==> src/rtl/mux_arb_nto1_pkg.sv <==
// Shared constants and helpers for the N-to-1 valid/ready arbitration mux.
package mux_arb_nto1_pkg;

  localparam int MODE_FIXED = 0;
  localparam int MODE_RR    = 1;

  // Index width for n channels; at least 1 bit so a 1-of-2 select is representable.
  function automatic int clog2(input int n);
    int r;
    r = 0;
    for (int i = 0; i < 32; i++) begin
      if ((1 << r) < n) r = r + 1;
    end
    return (r < 1) ? 1 : r;
  endfunction

endpackage

==> src/rtl/mux_arb_nto1_rr_grant.sv <==
// Combinational one-hot grant: lowest-index requester at or after the start point, wrapping.
module rr_grant
  import mux_arb_nto1_pkg::*;
#(
  parameter int NUM   = 3,
  parameter int SEL_W = 2
) (
  input  logic [NUM-1:0]   req_i,
  input  logic [SEL_W-1:0] ptr_i,
  input  logic             en_i,
  input  logic             mode_i,
  output logic [NUM-1:0]   gnt_o
);

  logic [2*NUM-1:0] dbl_req;
  logic [2*NUM-1:0] masked;
  logic [2*NUM-1:0] pick;
  logic [SEL_W-1:0] start;
  logic             found;

  assign start = mode_i ? ptr_i : '0;

  // Upper copy of the request vector lets the search wrap past channel NUM-1.
  always_comb begin
    dbl_req = {req_i, req_i};
    masked  = '0;
    pick    = '0;
    found   = 1'b0;
    for (int i = 0; i < 2*NUM; i++) begin
      masked[i] = dbl_req[i] && (i >= int'(start));
    end
    for (int i = 0; i < 2*NUM; i++) begin
      if (masked[i] && !found) begin
        pick[i] = 1'b1;
        found   = 1'b1;
      end
    end
    gnt_o = en_i ? (pick[NUM-1:0] | pick[2*NUM-1:NUM]) : '0;
  end

endmodule

==> src/rtl/mux_arb_nto1.sv <==
// N-to-1 valid/ready merge with fixed-priority or round-robin arbitration and a registered output.
module mux_arb_nto1
  import mux_arb_nto1_pkg::*;
#(
  parameter int  SIZE  = 32,
  parameter int  NUM   = 3,
  parameter int  MODE  = 1,
  localparam int SEL_W = clog2(NUM)
) (
  input  logic                clk_i,
  input  logic                rst_i,
  input  logic [NUM*SIZE-1:0] data_i,
  input  logic [NUM-1:0]      valid_i,
  output logic [NUM-1:0]      ready_o,
  output logic [SIZE-1:0]     data_o,
  output logic                valid_o,
  output logic [SEL_W-1:0]    sel_o,
  input  logic                ready_i
);

  logic             valid_q, valid_d;
  logic [SIZE-1:0]  data_q, data_d;
  logic [SEL_W-1:0] sel_q, sel_d;
  logic [SEL_W-1:0] ptr_q, ptr_d;
  logic [NUM-1:0]   gnt;
  logic [SEL_W-1:0] g_idx;
  logic [SIZE-1:0]  g_data;
  logic             xfer;
  logic             out_free;
  logic             rr_mode;

  assign rr_mode  = (MODE == MODE_RR);
  assign out_free = ~valid_q | ready_i;

  // Gating with rst_i keeps ready_o low for the whole time reset is held.
  rr_grant #(
    .NUM   (NUM),
    .SEL_W (SEL_W)
  ) u_grant (
    .req_i  (valid_i),
    .ptr_i  (ptr_q),
    .en_i   (out_free & rst_i),
    .mode_i (rr_mode),
    .gnt_o  (gnt)
  );

  assign ready_o = gnt;
  assign xfer    = |gnt;

  always_comb begin
    g_idx  = '0;
    g_data = '0;
    for (int k = 0; k < NUM; k++) begin
      if (gnt[k]) begin
        g_idx  = SEL_W'(k);
        g_data = data_i[k*SIZE +: SIZE];
      end
    end
  end

  always_comb begin
    valid_d = valid_q;
    data_d  = data_q;
    sel_d   = sel_q;
    ptr_d   = ptr_q;
    if (xfer) begin
      valid_d = 1'b1;
      data_d  = g_data;
      sel_d   = g_idx;
      if (rr_mode) begin
        ptr_d = (g_idx == SEL_W'(NUM-1)) ? '0 : g_idx + 1'b1;
      end
    end else if (ready_i) begin
      valid_d = 1'b0;
    end
  end

  always_ff @(posedge clk_i or negedge rst_i) begin
    if (!rst_i) begin
      valid_q <= 1'b0;
      data_q  <= '0;
      sel_q   <= '0;
      ptr_q   <= '0;
    end else begin
      valid_q <= valid_d;
      data_q  <= data_d;
      sel_q   <= sel_d;
      ptr_q   <= ptr_d;
    end
  end

  assign valid_o = valid_q;
  assign data_o  = data_q;
  assign sel_o   = sel_q;

endmodule

==> config.mk <==
export PLATFORM = sky130hd
export DESIGN_NAME = mux_arb_nto1
export DESIGN_NICKNAME = d
export VERILOG_FILES = /design/src/rtl/mux_arb_nto1_pkg.sv /design/src/rtl/mux_arb_nto1_rr_grant.sv /design/src/rtl/mux_arb_nto1.sv
export SDC_FILE = /design/constraint.sdc
export NUM_CORES = 1
export LEC_CHECK = 0
export CORE_MARGIN = 4
export CORE_UTILIZATION = 34
export CTS_BUF_LIST = sky130_fd_sc_hd__clkbuf_4 sky130_fd_sc_hd__clkbuf_8
export CTS_CLUSTER_SIZE = 12
export DETAILED_ROUTE_END_ITERATION = 6
export PLACE_DENSITY = 0.77
export SYNTH_ARGS = -nofsm -noshare
export SYNTH_HDL_FRONTEND = slang
export SYNTH_SLANG_ARGS = --single-unit
==> constraint.sdc <==
create_clock -name clk_i -period 1.9 [get_ports clk_i]
set_clock_uncertainty 0.2 [all_clocks]
set_input_delay 0.475 -clock clk_i [delete_from_list [all_inputs] [get_ports clk_i]]
set_output_delay 0.475 -clock clk_i [all_outputs]
set_load 0.02 [all_outputs]
==> results.txt, run 1 <==
Initial core utilization: 34.9%
Clk pwr share: 17.6%
TritonCTS clock tree: done
Worst-margin pin slew: 0.538 ns
Setup crit start kind: flip-flop
Pwr Density: 959 nW/um^2
Net Sw Frac: 38.0%
Placer Congestion: 0.779
CTS Hold Buffers Added: 0
Period minus WS final: 2.12 ns
Power share of the combinational group: 51.8%
Layout cell share with drive strength beyond 1: 27.0%
FMAX: 471 MHz
Global Route Usage Sum: 17.2%
Int Power: 2.35 mW
Critical Path AT: 1.45 ns
CP endpoint kind: primary output
Vias: 2,161
# port buffers: 139
DR WL/cell: 15.6 microns
Die Footprint: 7870 sq um
H-tree depth: 2
Outcome: complete, but fails checks
Mapped Cells: 211
Placed insts: 426
Antenna viol nets, final: 0
Post-Syn Area per Cell: 10.5 sq um
Number of global-route vias before repair: 2,131
Root buf cell: clkbuf_8
Syn Nets: 313
Maximum fanout along the worst path: 3
CORE AREA: 6350 sq um
Reg2reg start: ptr_q[1]
Crit path buffers/inverters: 2
# fillers: 555
HP Class: primary input to async pin
Final WL: 6920 microns
Psw: 1.44 mW
Slew margin rel.: 64.1%
Yosys reg bits: 36
Top delay family on crit path: simple AND/OR/NAND/NOR gates
Max cap viols: 0
Area delta synth->final: 78.2%
CTS Sinks: 36
Slew Limit Fails: 0
Cell variety after synth: 23
Clock latency on the worst-skew pair: 0.28 ns
Synth warnings: 0
First-pass GRT wire length: 10,400 microns
Clk pin slew, worst setup/hold paths: 0.07 ns
Largest net degree at the start of global routing: 38
Fin nets: 467
R2r setup slk: -0.01 ns
CP peak stage delay: 0.40 ns
IO Pins: 140
Post-synthesis sequential area ratio: 40.7%
Register area: 901 sq um
Die W: 88.7 microns
Final cycle utilization of the critical path: 112%
Row Count: 29
Unrepaired setup endpoints after global routing: yes
R2R depth: 5
Critical path data required time: 1.22 ns
Pleak: 1.78 nW
Inserted Clock Buffers: 5
Commonest non-fill, non-tap cell in the layout: clkdlybuf4s50_1
Initial antenna violation count: 0
Fin cells: 443
Failing checks: setup timing
Worst r2r dst: data_o[1]
Syn Std Cell Area: 2210 sq um
Grt ovf: 0
Hold_ws: 0.0922 ns
DRC Markers: 0
1st-pass router iterations: 3
Sequential Power Share: 30.6%
Die Span Y: 88.7 microns
Crit path kind: flip-flop to primary output
Setup ws final: -0.224 ns
Ant diodes: 0
Multi-input combinational cell area: 1130 sq um
DRT iter0 DRCs: 24
Peak VDD IR: 560 uV
Clock buffer depth: 2
Setup-failing EPs final: 4
Critical path cell sequence: nand3b_4 -> nand2_2 -> or3_4 -> clkinvlp_4 -> buf_6
Most frequent cells in the layout: clkdlybuf4s50_1 (96), dfrtp_1 (36), nand2_1 (35), dlygate4sd2_1 (35), inv_1 (32)
Slowest CP cell: dfrtp_1
Vias per cell: 4.88
Hpwl dp: 5240 microns
Hold Fails Final Rpt: 0
[per-layer routing]
layer | track usage [%] | up-vias | part of all wire, %
met3 | 5.59 | 6 | 11
met2 | 30.6 | 88 | 50
met1 | 20.2 | 1004 | 38
met5 | 0 | - | 0
met4 | 3.30 | 0 | 0.69
li1 | - | 1063 | -
[final cells by class]
class | instances | share of cell area [%]
inverter | 34 | 3.33
multi-input combinational | 121 | 28.5
clock inverter | 2 | 0.888
tap | 77 | 2.44
timing repair buffer | 167 | 40.0
clock buffer | 6 | 1.93
sequential | 36 | 22.8
[power groups by stage]
stage          sequential [mW]  clock, mW  combinational [mW]
6_report                  1.16      0.666                1.96
5_1_grt                   1.19      0.728                2.11
4_1_cts                   1.16      0.689                1.95
3_5_place_dp              1.18          0                2.05
3_3_place_gp              1.17          0                2.02
2_1_floorplan             1.49          0               0.816
[through the flow]
| stage | setup WS (ns) | power [mW] | instance area [sq um] | TNS [ns] | util, % |
|---|---|---|---|---|---|
| after floorplan | -0.0417 | 2.30 | 2260 | -0.0798 | - |
| after global placement | -1.11 | 3.19 | 3730 | -22.90 | 58.7 |
| after detailed placement | -1.13 | 3.23 | 3730 | -23.60 | 58.7 |
| after CTS | -0.244 | 3.80 | 3900 | -0.635 | 61.4 |
| after global routing | -0.292 | 4.02 | 3950 | -2.67 | 62.1 |
| final | -0.224 | 3.79 | 3950 | -0.576 | 62.1 |
[worst max path at each step]
stage / depth (start not counted) / from / end / slack, ns
6_report: 5 / ptr_q[0] / ready_o[0] / -0.22
5_1_grt: 5 / ptr_q[0] / ready_o[0] / -0.29
3_5_place_dp: 6 / valid_i[2] / ready_o[0] / -1.13
4_1_cts: 5 / ptr_q[0] / ready_o[0] / -0.24
2_1_floorplan: 6 / ready_i / ready_o[1] / -0.04
3_3_place_gp: 6 / valid_i[2] / ready_o[0] / -1.11
[Yosys cell counts]
cell type  instances  area, sq um
o311ai_2           1         16.3
buf_2              9         45.0
or3_1              1         6.26
a22oi_2            9          113
clkbuf_1           2         7.51
o21ai_0            2         10.0
o221ai_1           2         17.5
o22a_1             1         8.76
o21ai_4            1         16.3
nand2b_1           2         12.5
a21boi_1           1         7.51
nand3b_4           1         20.0
nor2_1             5         18.8
buf_6              7         78.8
a22oi_1           23          173
dfrtp_1           36          901
nor3b_1            1         7.51
inv_1             34          128
a21o_1             1         7.51
buf_4              2         15.0
nand2_1           38          143
and2_1             2         12.5
o221ai_2          30          450
[cells by family (layout without fill, tap and decap cells)]
group | Yosys count | in the layout | share of synthesized area [%]
DFF | 36 | 36 | 40.7
AOI/OAI and AO/OA | 71 | 71 | 37.0
buffers and inverters | 54 | 209 | 12.4
and+or+nand+nor | 50 | 50 | 9.94
[repair_timing]
item / CTS / global route
gates resized for setup: 79 / 6
pin swaps: 7 / 6
setup endpoints to repair: 71 / 35
setup buffers: 6 / 3
[flip-flops by register name, indices dropped and copies added (netlist names)]
register  count
ptr_q         2
data_o       32
sel_o         1
valid_o       1
No activity file was read; power rests on OpenSTA's default activity.
==> run 2, diff against run 1 <==
--- a/config.mk
+++ b/config.mk
@@ -6,11 +6,10 @@
 export NUM_CORES = 1
 export LEC_CHECK = 0
 export CORE_MARGIN = 4
-export CORE_UTILIZATION = 34
-export CTS_BUF_LIST = sky130_fd_sc_hd__clkbuf_4 sky130_fd_sc_hd__clkbuf_8
+export CORE_UTILIZATION = 33
 export CTS_CLUSTER_SIZE = 12
 export DETAILED_ROUTE_END_ITERATION = 6
-export PLACE_DENSITY = 0.77
+export PLACE_DENSITY = 0.75
 export SYNTH_ARGS = -nofsm -noshare
 export SYNTH_HDL_FRONTEND = slang
 export SYNTH_SLANG_ARGS = --single-unit
==> results.txt, run 2 (same netlist as run 1, synthesis figures left out) <==
H-tree depth: 2 (unchanged)
TritonCTS clock tree: done
DRC Markers: 0 (unchanged)
Global Route Usage Sum: 17.8% (+0.66 points)
R2R depth: 6 (+1)
Ant diodes: 0 (unchanged)
Final cycle utilization of the critical path: 111% (-0.77 points)
CTS Sinks: 36 (unchanged)
Fin nets: 466 (-0.21%)
Number of global-route vias before repair: 2,365 (+11%)
Setup ws final: -0.209 ns (+0.0147 ns)
TNS Setup: -0.604 ns (-0.0277 ns)
Clock buffer depth: 2 (unchanged)
Vias: 2,209 (+2.2%)
Worst-margin pin slew: 0.528 ns (-0.00996 ns)
DR WL/cell: 16.2 microns (+3.6%)
Outcome: complete, but fails checks
First-pass GRT wire length: 11,800 microns (+13%)
Commonest non-fill, non-tap cell in the layout: clkdlybuf4s50_1
Area delta synth->final: 76.9%
IO Pins: 140 (unchanged)
Setup-failing EPs final: 3 (-1)
Failing checks: setup timing
Unrepaired setup endpoints after global routing: yes
Fin area: 3920 sq um (-0.73%)
DRT iter0 DRCs: 59 (+150%)
Peak VDD IR: 619 uV (+10%)
Largest net degree at the start of global routing: 38 (unchanged)
Setup crit start kind: primary input
CP endpoint kind: primary output
Row Count: 29 (unchanged)
Final WL: 7150 microns (+3.3%)
Max reg flops: 32 (unchanged)
DR top layer: met4
Hpwl dp: 5380 microns (+2.7%)
Placed inst area: 3770 sq um (+1.1%)
Maximum fanout along the worst path: 2 (-1)
Worst r2r dst: data_o[12]
Slew margin rel.: 64.8% (+0.66 points)
FMAX: 474 MHz (+0.70%)
Placer Congestion: 0.789 (+1.3%)
Grt ovf: 0 (unchanged)
Reg2reg start: ptr_q[1]
Metal-1 WL: 3000 microns (+13%)
Initial core utilization: 34.5% (-0.39 points)
Pwr Density: 939 nW/um^2 (-2.1%)
Pleak: 1.77 nW (-0.74%)
Critical path data required time: 1.22 ns (about the same)
Die Span Y: 89.9 microns (+1.4%)
Met2 WL: 3460 microns (+0.84%)
# port buffers: 139 (unchanged)
Initial antenna violation count: 0 (unchanged)
Die Footprint: 8090 sq um (+2.8%)
DR WL met3: 589 microns (-24%)
1st-pass router iterations: 4 (+1)
Pwr Total: 3.68 mW (-2.8%)
Critical Path AT: 1.43 ns (-0.02 ns)
Inserted Clock Buffers: 5 (unchanged)
CORE AREA: 6420 sq um (+1.1%)
Antenna viol nets, final: 0 (unchanged)
Slew Limit Fails: 0 (unchanged)
Most frequent cells in the layout: clkdlybuf4s50_1 (96), nand2_1 (37), dlygate4sd2_1 (36)
Clk pin slew, worst setup/hold paths: 0.08 ns (about the same)
Max cap viols: 0 (unchanged)
# fillers: 550 (-0.90%)
Root buf cell: clkbuf_8
Vias per cell: 5.00 (+2.5%)
Period minus WS final: 2.11 ns (-0.0147 ns)
Crit path kind: primary input to primary output
HP Class: primary input to async pin
R2r setup slk: 0.06 ns (+0.07 ns)
Clock latency on the worst-skew pair: 0.28 ns (about the same)
Hold Fails Final Rpt: 0 (unchanged)
Die W: 89.9 microns (+1.4%)
Layout cell share with drive strength beyond 1: 26.0% (-1.0 points)
-- run 2: report_power, final --
part | internal [mW] | switching [mW] | total (mW) | leakage [nW]
combinational | 0.911 | 1.04 | 1.95 | 1.27
sequential | 1.03 | 0.139 | 1.17 | 0.445
clock | 0.290 | 0.274 | 0.563 | 0.0510
total | 2.23 | 1.45 | 3.68 | 1.77
-- run 2: critical path, stage by stage --
cell and delay [ns]:
dlygate4sd2_1 0.19, nand2b_4 0.13, nand2_4 0.05, or3_4 0.38
clkinvlp_4 0.09, buf_6 0.11
-- run 2: how the worst max path moves through the flow --
stage          cells after the start          to  slack, ns  startpoint
2_1_floorplan                      6  ready_o[1]      -0.04     ready_i
3_3_place_gp                       6  ready_o[0]      -1.09  valid_i[2]
3_5_place_dp                       6  ready_o[0]      -1.11  valid_i[2]
4_1_cts                            6  ready_o[2]      -0.24    ptr_q[1]
5_1_grt                            4  ready_o[0]      -0.29    ptr_q[0]
6_report                           6  ready_o[0]      -0.21     ready_i
-- run 2: per-stage QoR --
step | util, % | std cells | hold slack, ns | worst slack (ns)
global route | 61.0 | 442 | 0.129 | -0.293
detailed placement | 58.7 | 428 | 0.269 | -1.11
CTS | 60.1 | 438 | 0.0905 | -0.235
floorplan | - | 211 | -0.0206 | -0.0417
global placement | 58.7 | 428 | 0.267 | -1.09
finish | 61.0 | 442 | 0.0954 | -0.209
-- run 2: routing by layer --
metal | global-route usage (%) | vias to the layer above
met4 | 4.08 | 0
met5 | 0 | -
met3 | 6.68 | 10
met1 | 21.7 | 1049
li1 | - | 1063
met2 | 30.1 | 87
-- run 2: cell type report --
cell class	count	area (sq um)	area share (%)
Clock inverter	2	10.0	0.256
Tap cell	77	96.3	2.46
Sequential cell	36	902	23.0
Multi-Input combinational cell	121	1110	28.3
Clock buffer	6	82.6	2.11
Timing Repair Buffer	166	1590	40.5
Inverter	34	131	3.35
-- run 2: repair_timing --
item | CTS | global route
hold buffers | 0 | 0
endpoints found under the setup margin | 72 | 38
buffers inserted | 2 | 4
pin swaps | 7 | 5
resized for setup | 70 | 8
